<file path="src/rtl/reorder_buffer_pkg.sv">
// Shared types and sizing constants for the reorder buffer.
package reorder_buffer_pkg;

  localparam int ROB_DEPTH  = 16;
  localparam int ROB_IDX_W  = 4;
  localparam int ROB_PREG_W = 6;
  localparam int ROB_PC_W   = 32;

  // Payload carried by an entry from allocation to commit.
  typedef struct packed {
    logic [ROB_PREG_W-1:0] dest_reg;
    logic [ROB_PREG_W-1:0] old_dest_reg;
    logic [ROB_PC_W-1:0]   pc;
  } rob_row_t;

  // One ROB slot: payload plus liveness and completion flags.
  typedef struct packed {
    logic     v;
    logic     done;
    rob_row_t row;
  } rob_entry_t;

endpackage

</file>
<file path="src/rtl/reorder_buffer.sv">
// 16-entry in-order retire buffer: dual allocate at tail, triple writeback
// by index, dual in-order commit from head.
module reorder_buffer
  import reorder_buffer_pkg::*;
#(
  parameter int DEPTH  = ROB_DEPTH,
  parameter int PREG_W = ROB_PREG_W,
  parameter int PC_W   = ROB_PC_W
) (
  input  logic                     clk,
  input  logic                     rst,
  input  logic                     alloc_valid_1,
  input  logic                     alloc_valid_2,
  input  logic [PREG_W-1:0]        alloc_pd_1,
  input  logic [PREG_W-1:0]        alloc_pd_2,
  input  logic [PREG_W-1:0]        alloc_old_pd_1,
  input  logic [PREG_W-1:0]        alloc_old_pd_2,
  input  logic [PC_W-1:0]          alloc_pc_1,
  input  logic [PC_W-1:0]          alloc_pc_2,
  output logic                     alloc_ready,
  output logic [$clog2(DEPTH)-1:0] alloc_idx_1,
  output logic [$clog2(DEPTH)-1:0] alloc_idx_2,
  input  logic                     wb_valid_1,
  input  logic                     wb_valid_2,
  input  logic                     wb_valid_3,
  input  logic [$clog2(DEPTH)-1:0] wb_rob_idx_1,
  input  logic [$clog2(DEPTH)-1:0] wb_rob_idx_2,
  input  logic [$clog2(DEPTH)-1:0] wb_rob_idx_3,
  output logic                     commit_valid_1,
  output logic                     commit_valid_2,
  output logic [PREG_W-1:0]        commit_pd_1,
  output logic [PREG_W-1:0]        commit_pd_2,
  output logic [PREG_W-1:0]        commit_old_pd_1,
  output logic [PREG_W-1:0]        commit_old_pd_2,
  output logic [PC_W-1:0]          commit_pc_1,
  output logic [PC_W-1:0]          commit_pc_2,
  output logic [$clog2(DEPTH):0]   rob_count,
  output logic                     rob_empty
);

  localparam int IDX_W = $clog2(DEPTH);
  localparam int CNT_W = IDX_W + 1;

  rob_entry_t       entries_q [DEPTH];
  rob_entry_t       entries_d [DEPTH];
  logic [IDX_W-1:0] head_q, head_d;
  logic [IDX_W-1:0] tail_q, tail_d;
  logic [CNT_W-1:0] count_q, count_d;

  logic [IDX_W-1:0] head_nxt;
  logic             acc_1, acc_2;
  logic [1:0]       n_alloc, n_commit;

  // Commit outputs, allocation indices and next-state for the entry array and pointers.
  always_comb begin
    // NOTE: every combinational output gets a default first so no path leaves it unassigned (no latch).
    entries_d = entries_q;
    head_d    = head_q;
    tail_d    = tail_q;
    count_d   = count_q;

    // Readiness uses the pre-commit count, so a full buffer never overflows.
    alloc_ready = (count_q <= CNT_W'(DEPTH - 2));
    alloc_idx_1 = tail_q;
    alloc_idx_2 = tail_q + IDX_W'(alloc_valid_1);
    acc_1       = alloc_ready & alloc_valid_1;
    acc_2       = alloc_ready & alloc_valid_2;
    n_alloc     = {1'b0, acc_1} + {1'b0, acc_2};

    // Slot 2 only retires behind slot 1; commit reads registered state, no writeback bypass.
    head_nxt       = head_q + IDX_W'(1);
    commit_valid_1 = entries_q[head_q].v & entries_q[head_q].done;
    commit_valid_2 = commit_valid_1 & entries_q[head_nxt].v & entries_q[head_nxt].done;
    n_commit       = {1'b0, commit_valid_1} + {1'b0, commit_valid_2};

    commit_pd_1     = commit_valid_1 ? entries_q[head_q].row.dest_reg       : '0;
    commit_old_pd_1 = commit_valid_1 ? entries_q[head_q].row.old_dest_reg   : '0;
    commit_pc_1     = commit_valid_1 ? entries_q[head_q].row.pc             : '0;
    commit_pd_2     = commit_valid_2 ? entries_q[head_nxt].row.dest_reg     : '0;
    commit_old_pd_2 = commit_valid_2 ? entries_q[head_nxt].row.old_dest_reg : '0;
    commit_pc_2     = commit_valid_2 ? entries_q[head_nxt].row.pc           : '0;

    // Writeback only marks live entries; stray indices are dropped.
    if (wb_valid_1 && entries_q[wb_rob_idx_1].v) entries_d[wb_rob_idx_1].done = 1'b1;
    if (wb_valid_2 && entries_q[wb_rob_idx_2].v) entries_d[wb_rob_idx_2].done = 1'b1;
    if (wb_valid_3 && entries_q[wb_rob_idx_3].v) entries_d[wb_rob_idx_3].done = 1'b1;

    if (commit_valid_1) begin
      entries_d[head_q].v    = 1'b0;
      entries_d[head_q].done = 1'b0;
    end
    if (commit_valid_2) begin
      entries_d[head_nxt].v    = 1'b0;
      entries_d[head_nxt].done = 1'b0;
    end

    // Tail slots are free whenever alloc_ready is high, so they never collide with commit.
    if (acc_1) entries_d[alloc_idx_1] = '{1'b1, 1'b0, '{alloc_pd_1, alloc_old_pd_1, alloc_pc_1}};
    if (acc_2) entries_d[alloc_idx_2] = '{1'b1, 1'b0, '{alloc_pd_2, alloc_old_pd_2, alloc_pc_2}};

    head_d  = head_q + IDX_W'(n_commit);
    tail_d  = tail_q + IDX_W'(n_alloc);
    count_d = count_q + CNT_W'(n_alloc) - CNT_W'(n_commit);
  end

  // All architectural state; reset wins over same-cycle alloc and writeback.
  always_ff @(posedge clk) begin
    // NOTE: state is updated with non-blocking assignments so every flop samples pre-edge values.
    if (rst) begin
      head_q  <= '0;
      tail_q  <= '0;
      count_q <= '0;
      // NOTE: only the v/done flags are reset; payload fields are don't-care until written.
      for (int i = 0; i < DEPTH; i++) begin
        entries_q[i].v    <= 1'b0;
        entries_q[i].done <= 1'b0;
      end
    end else begin
      head_q    <= head_d;
      tail_q    <= tail_d;
      count_q   <= count_d;
      entries_q <= entries_d;
    end
  end

  assign rob_count = count_q;
  assign rob_empty = (count_q == '0);

endmodule

</file>
<file path="config.mk">
export PLATFORM = sky130hd
export DESIGN_NAME = reorder_buffer
export DESIGN_NICKNAME = d
export VERILOG_FILES = /design/src/rtl/reorder_buffer_pkg.sv /design/src/rtl/reorder_buffer.sv
export SDC_FILE = /design/constraint.sdc
export NUM_CORES = 2
export LEC_CHECK = 0
export CAP_MARGIN = 15
export CORE_UTILIZATION = 45
export DETAILED_ROUTE_END_ITERATION = 8
export GPL_ROUTABILITY_DRIVEN = 0
export PLACE_DENSITY = 0.72
export SLEW_MARGIN = 5
export SYNTH_ARGS = -nofsm -noshare
export SYNTH_HDL_FRONTEND = slang
export SYNTH_SLANG_ARGS = --single-unit
</file>
<file path="constraint.sdc">
create_clock -name clk -period 50 [get_ports clk]
set_clock_uncertainty 0.05 [all_clocks]
set_input_delay 10 -clock clk [delete_from_list [all_inputs] [get_ports clk]]
set_output_delay 10 -clock clk [all_outputs]
set_load 0.02 [all_outputs]
</file>
Word-level counts from Yosys, hierarchy flattened:

Cells that the tools add are included.

* flip-flop bits (word level): 749
* word-level logic and storage cells: 184

* magnitude comparators: 15
* bitwise gates (word level): 12
* add/subtract/negate cells: 8
* reduce and logical (&&, ||, !) cells: 11
* multiplexer cells: 55

Operators by type and width (number)
* bitwise mux 736 bit: 9
* two-way mux 736 bit: 7
* demux 46 bit (select 4 bit): 9
* binary-select mux 46 bit (select 4 bit): 5
* two-way mux 46 bit: 14
* two-way mux 45 bit: 5
* two-way mux 32 bit: 2
* >= comparator 5 bit (second input constant): 7
* less-than comparator 5 x 1 -> 1 bit (second input constant): 7
* NOT 4 -> 5 bit: 7
* two-way mux 6 bit: 4
* logical AND 1 bit: 10
* adder 4 x 2 -> 4 bit: 2
* adder 5 x 2 -> 5 bit: 1
* bitwise AND 1 bit: 5
* less-or-equal comparator 5 x 4 -> 1 bit (second input constant): 1
* logical NOT 5 bit: 1
* subtractor 5 x 2 -> 5 bit: 1
* adder 1 x 1 -> 2 bit: 2
* adder 4 x 1 -> 4 bit: 1
* adder 4 x 1 -> 4 bit (second input constant): 1

Logic depth before layout (Yosys ltp):

* word-level depth: 21
* depth in mapped cells: 23
* gate-level depth less buffers: 18

Worst setup path after synthesis:

No wires, ideal clock.

* kind: in2reg
* start point: in rst
* end point: reg entries_q[91] (netlist name)
* required time: 49.774 ns
* arrival: 32.092 ns
* path buffers: 2
* slack: 17.683 ns
* cell stages on the path: 5
* cell sequence: clkbuf_1 > inv_1 > clkbuf_1 > o21ai_0 > o41ai_2

RTL lines
* start, declared: line reorder_buffer.sv:11 `input logic rst,`
* end signal, assigned: line reorder_buffer.sv:122 `entries_q <= entries_d;`
* end, declared: line reorder_buffer.sv:44 `rob_entry_t entries_q [DEPTH];`

Worst setup path in the final report:

* start point: in alloc_valid_1
* end point: out alloc_idx_2[3]

* cells in the longest elaborated chain, start to end: 1

Ends and longest elaborated chain
* start, declared: line reorder_buffer.sv:12 `input logic alloc_valid_1,`
* adder 4 x 1 -> 4 bit: line reorder_buffer.sv:65 `alloc_idx_2 = tail_q + IDX_W'(alloc_valid_1);`
* end, declared: line reorder_buffer.sv:22 `output logic [$clog2(DEPTH)-1:0] alloc_idx_2,`

Every way passes these cells.

==> run metrics <==
status=finished clean; CTS root buf=sky130_fd_sc_hd__clkbuf_16; area share of the leading cell type in the synthesized netlist=41.3%; most repeated cell in the gate-level netlist after synthesis=sky130_fd_sc_hd__mux2i_1; logic gate share of total power=21.8%; transition time at the pin with the least slew margin=1.25 ns; CP max stage cell=sky130_fd_sc_hd__clkdlybuf4s50_1; overall die width=339 um; I/O pin total=212; fraction of power consumed by sequential logic=44.5%; leakage=16.6 nW; Avg Cell Area, Syn=11.9 um2; Final TNS setup=0 ns; count of buffers from port buffering=211; area of the multi-input gates=26900 um2; final-report max-slew violation count=0; Final Hold Violating Endpoints=0; peak supply drop=24.1 uV; gr ovfl total=0; clock insertion delay at the later pin of the skew report=0.67 ns; Site Rows=123; Worst Hold Class=flop to flop; period utilisation layout=44.7%; arrival time worst endpoint=12.29 ns; most frequently used flop master after synthesis=sky130_fd_sc_hd__edfxtp_1; RR Startpoint=head_q[0]; power density over the cells=34.4 nW/um2; Cell Int Power=0.00138 W; initial antenna violation count=24; number of max-cap violations=0; Non-Filler Cell Area, Final=56700 um2; DP Cell Count=5607; final period demand of the worst path=22.34 ns; kind of cell adding the most delay to the critical path=buffers and inverters; total global routing track utilization=28.0%; post-synthesis async set-or-reset flop share=0%; fill cell instance count of the final layout=9697; relative slew slack=16.9%; count of antenna-violating nets left after detailed routing=0; highest achievable clock rate=44.8 MHz; maximum number of pins on one net before global-route repair=154; clock share of power=33.6%; unrepaired setup endpoints after global routing=no; area grow syn2layout=10.7%; initial core utilization=45.4%; Synthesized Nets=4447; required time worst endpoint=39.95 ns; count of warnings emitted by yosys=0; cell types occupying the most area after synthesis=sky130_fd_sc_hd__edfxtp_1 41%, sky130_fd_sc_hd__mux4_2 20%, sky130_fd_sc_hd__mux2i_1 14%; TritonCTS clock tree=done; DR pass1 iterations=8; total clock sinks=749; power dissipated by switching net loads=0.000565 W; largest area contributor in the netlist=sky130_fd_sc_hd__edfxtp_1; number of endpoints failing setup at the final stage=0; Post-route DRC=0; synthesized instance count=4312; Floorplan Core Area=113000 um2; number of vias in the routed layout=38.1k; routed length per instance=28.6 um; cts bufs inserted=87; deepest clock path buffer count=3; commonest cells in the netlist=716 x sky130_fd_sc_hd__mux2i_1, 704 x sky130_fd_sc_hd__edfxtp_1, 596 x sky130_fd_sc_hd__nand2_1; Chip Height=339 um; number of flops mapped to enable cells by yosys=704; startpoint class of the critical path=primary input; post-cts repair resize count=0; post-synthesis sequential area ratio=43.1%; Detailed Route WL=165000 um; Buffers & Inverters on Critical Path=3; worst setup slack after layout=27.66 ns; # Post-CTS Setup Buffers=0; number of register bits inferred by synthesis=749; worst setup slack after placement=27.65 ns; H-tree Lvls=3; vias per cell=6.59; CTS hold repair buffers=0; Cell Count, Final, Fillers Out=5781; Storage cell area=22100 um2; launch point of the critical path=alloc_valid_1; netlist area before placement=51200 um2; Worst Path Max Fanout=9; ordered list of cells on the worst path=clkdlybuf4s50_1 -> ha_1 -> nand3_2 -> xor2_4 -> inv_4 -> clkdlybuf4s50_1; cell with the most instances on the worst path=sky130_fd_sc_hd__clkdlybuf4s50_1; Netlist cell types=73; total half-perimeter wirelength after legalization and detailed placement=91000 um; share of layout cells above drive strength 1=16.8%; Sw Ratio=29.0%; Initial DRC Count=5419; vias in the first global route=36.3k; Die Footprint=115000 um2; minimum hold slack=0.440 ns; global-route wire length before repair=244000 um; Post-DP Area=53800 um2; Crit. End Element=output port; hold wc startpoint=entries_q[735]; Worst path max stage delay=0.61 ns; CTS clock-pin slew for the worst setup and hold paths=0.06 ns; crit path kind=primary input to output port; net count reported at finish=4331
-- final timing paths --
kind                            depth (start not counted)        endpoint  slack [ns]
worst min register to register                          2  entries_q[735]        0.44
worst max register to register                         18    rob_count[4]       43.44
worst min-delay path                                    2  entries_q[735]        0.44
worst max-delay path                                    6  alloc_idx_2[3]       27.66
-- worst min-delay path: cells and delay by family, from the launching register on --
family	cells	cell delay [ns]
buffers and inverters	1	0.06
AOI/OAI and AO/OA	1	0.06
DFF	1	0.33
-- area by class of cell --
cell class              count  share of cell area, %
diodes                     14                 0.0618
clock buffers             104                   3.95
clock inverters            56                   1.08
inverters                  38                  0.274
multi-input cells        3030                   47.5
flip-flops and latches    749                   38.9
well taps                1500                   3.31
repair buffers            290                   4.88
-- layout by cell type (no fill, tap or decap), types with 5 or more instances in the layout --
cell type                         synthesis  routed
sky130_fd_sc_hd__a211o_1                  5       5
sky130_fd_sc_hd__a211oi_1                13      13
sky130_fd_sc_hd__a21oi_1                142     142
sky130_fd_sc_hd__a31oi_1                  7       7
sky130_fd_sc_hd__and2_1                  21      20
sky130_fd_sc_hd__and3_1                   9       8
sky130_fd_sc_hd__and3b_1                  5       5
sky130_fd_sc_hd__buf_4                   62      74
sky130_fd_sc_hd__bufinv_16                0      11
sky130_fd_sc_hd__clkbuf_1               249      17
sky130_fd_sc_hd__clkbuf_16                0      87
sky130_fd_sc_hd__clkdlybuf4s50_1          0     210
sky130_fd_sc_hd__clkinv_1                 0      14
sky130_fd_sc_hd__clkinv_2                 0      16
sky130_fd_sc_hd__clkinvlp_4               0       5
sky130_fd_sc_hd__dfxtp_1                 45      42
sky130_fd_sc_hd__diode_2                  0      14
sky130_fd_sc_hd__edfxtp_1               704     704
sky130_fd_sc_hd__ha_1                    24      23
sky130_fd_sc_hd__inv_1                   35      34
sky130_fd_sc_hd__mux2i_1                716     716
sky130_fd_sc_hd__mux4_2                 447     447
sky130_fd_sc_hd__nand2_1                596     596
sky130_fd_sc_hd__nand2b_1                 9       9
sky130_fd_sc_hd__nand3_1                 19      18
sky130_fd_sc_hd__nand3b_1                 7       7
sky130_fd_sc_hd__nand4_1                 11      11
sky130_fd_sc_hd__nor2_1                 160     160
sky130_fd_sc_hd__nor2b_1                 51      51
sky130_fd_sc_hd__nor3_1                  27      16
sky130_fd_sc_hd__nor3_2                  12      11
sky130_fd_sc_hd__nor3_4                   0      12
sky130_fd_sc_hd__nor3b_1                 46      46
sky130_fd_sc_hd__nor4_1                  14      11
sky130_fd_sc_hd__o2111ai_1                7       7
sky130_fd_sc_hd__o21ai_0                578     578
sky130_fd_sc_hd__o21ai_1                  8       8
sky130_fd_sc_hd__o41ai_1                  9       9
sky130_fd_sc_hd__or4_1                    7       6
sky130_fd_sc_hd__xnor2_1                  6       5
-- through the flow --
stage	util (%)	power (W)
after global routing	50.3	0.00201
final	50.3	0.00195
after floorplan	-	0.00118
after CTS	50.3	0.00195
after detailed placement	47.7	0.00130
after global placement	47.7	0.00128
-- flip-flops by register name, summed over array words and instances, names as in the netlist --
signal       cells
entries_q      736
rob_count        5
alloc_idx_1      4
head_q           4
-- routing by layer --
metal  GRT usage [%]  wire length, um  share of wire [%]  vias to the layer above
li1                -                -                  -                    16300
met1            37.5            60900                 37                    18700
met2            45.0            78400                 47                     2643
met3            4.48            18000                 11                      450
met4            12.7             7750                4.7                       12
met5               0               78              0.047                        -
-- kinds of logic after synthesis --
kind of cell,after synthesis,synth area share [%]
AO/OA/AOI/OAI,807,8.41
flip-flops,749,43.1
XOR/XNOR,13,0.288
AND/OR/NAND/NOR,1019,9.02
adder cells (fa/ha/maj),28,0.743
buffers and inverters,533,4.82
multiplexers,1163,33.7
-- power by group through the flow --
stage	Combinational [W]	Clock, W	Sequential [W]
final	0.000425	0.000656	0.000869
after global routing	0.000454	0.000682	0.000878
after CTS	0.000421	0.000661	0.000866
after detailed placement	0.000420	0	0.000877
after global placement	0.000407	0	0.000872
after floorplan	0.000303	0	0.000877
(Power assumes the default switching activity.)
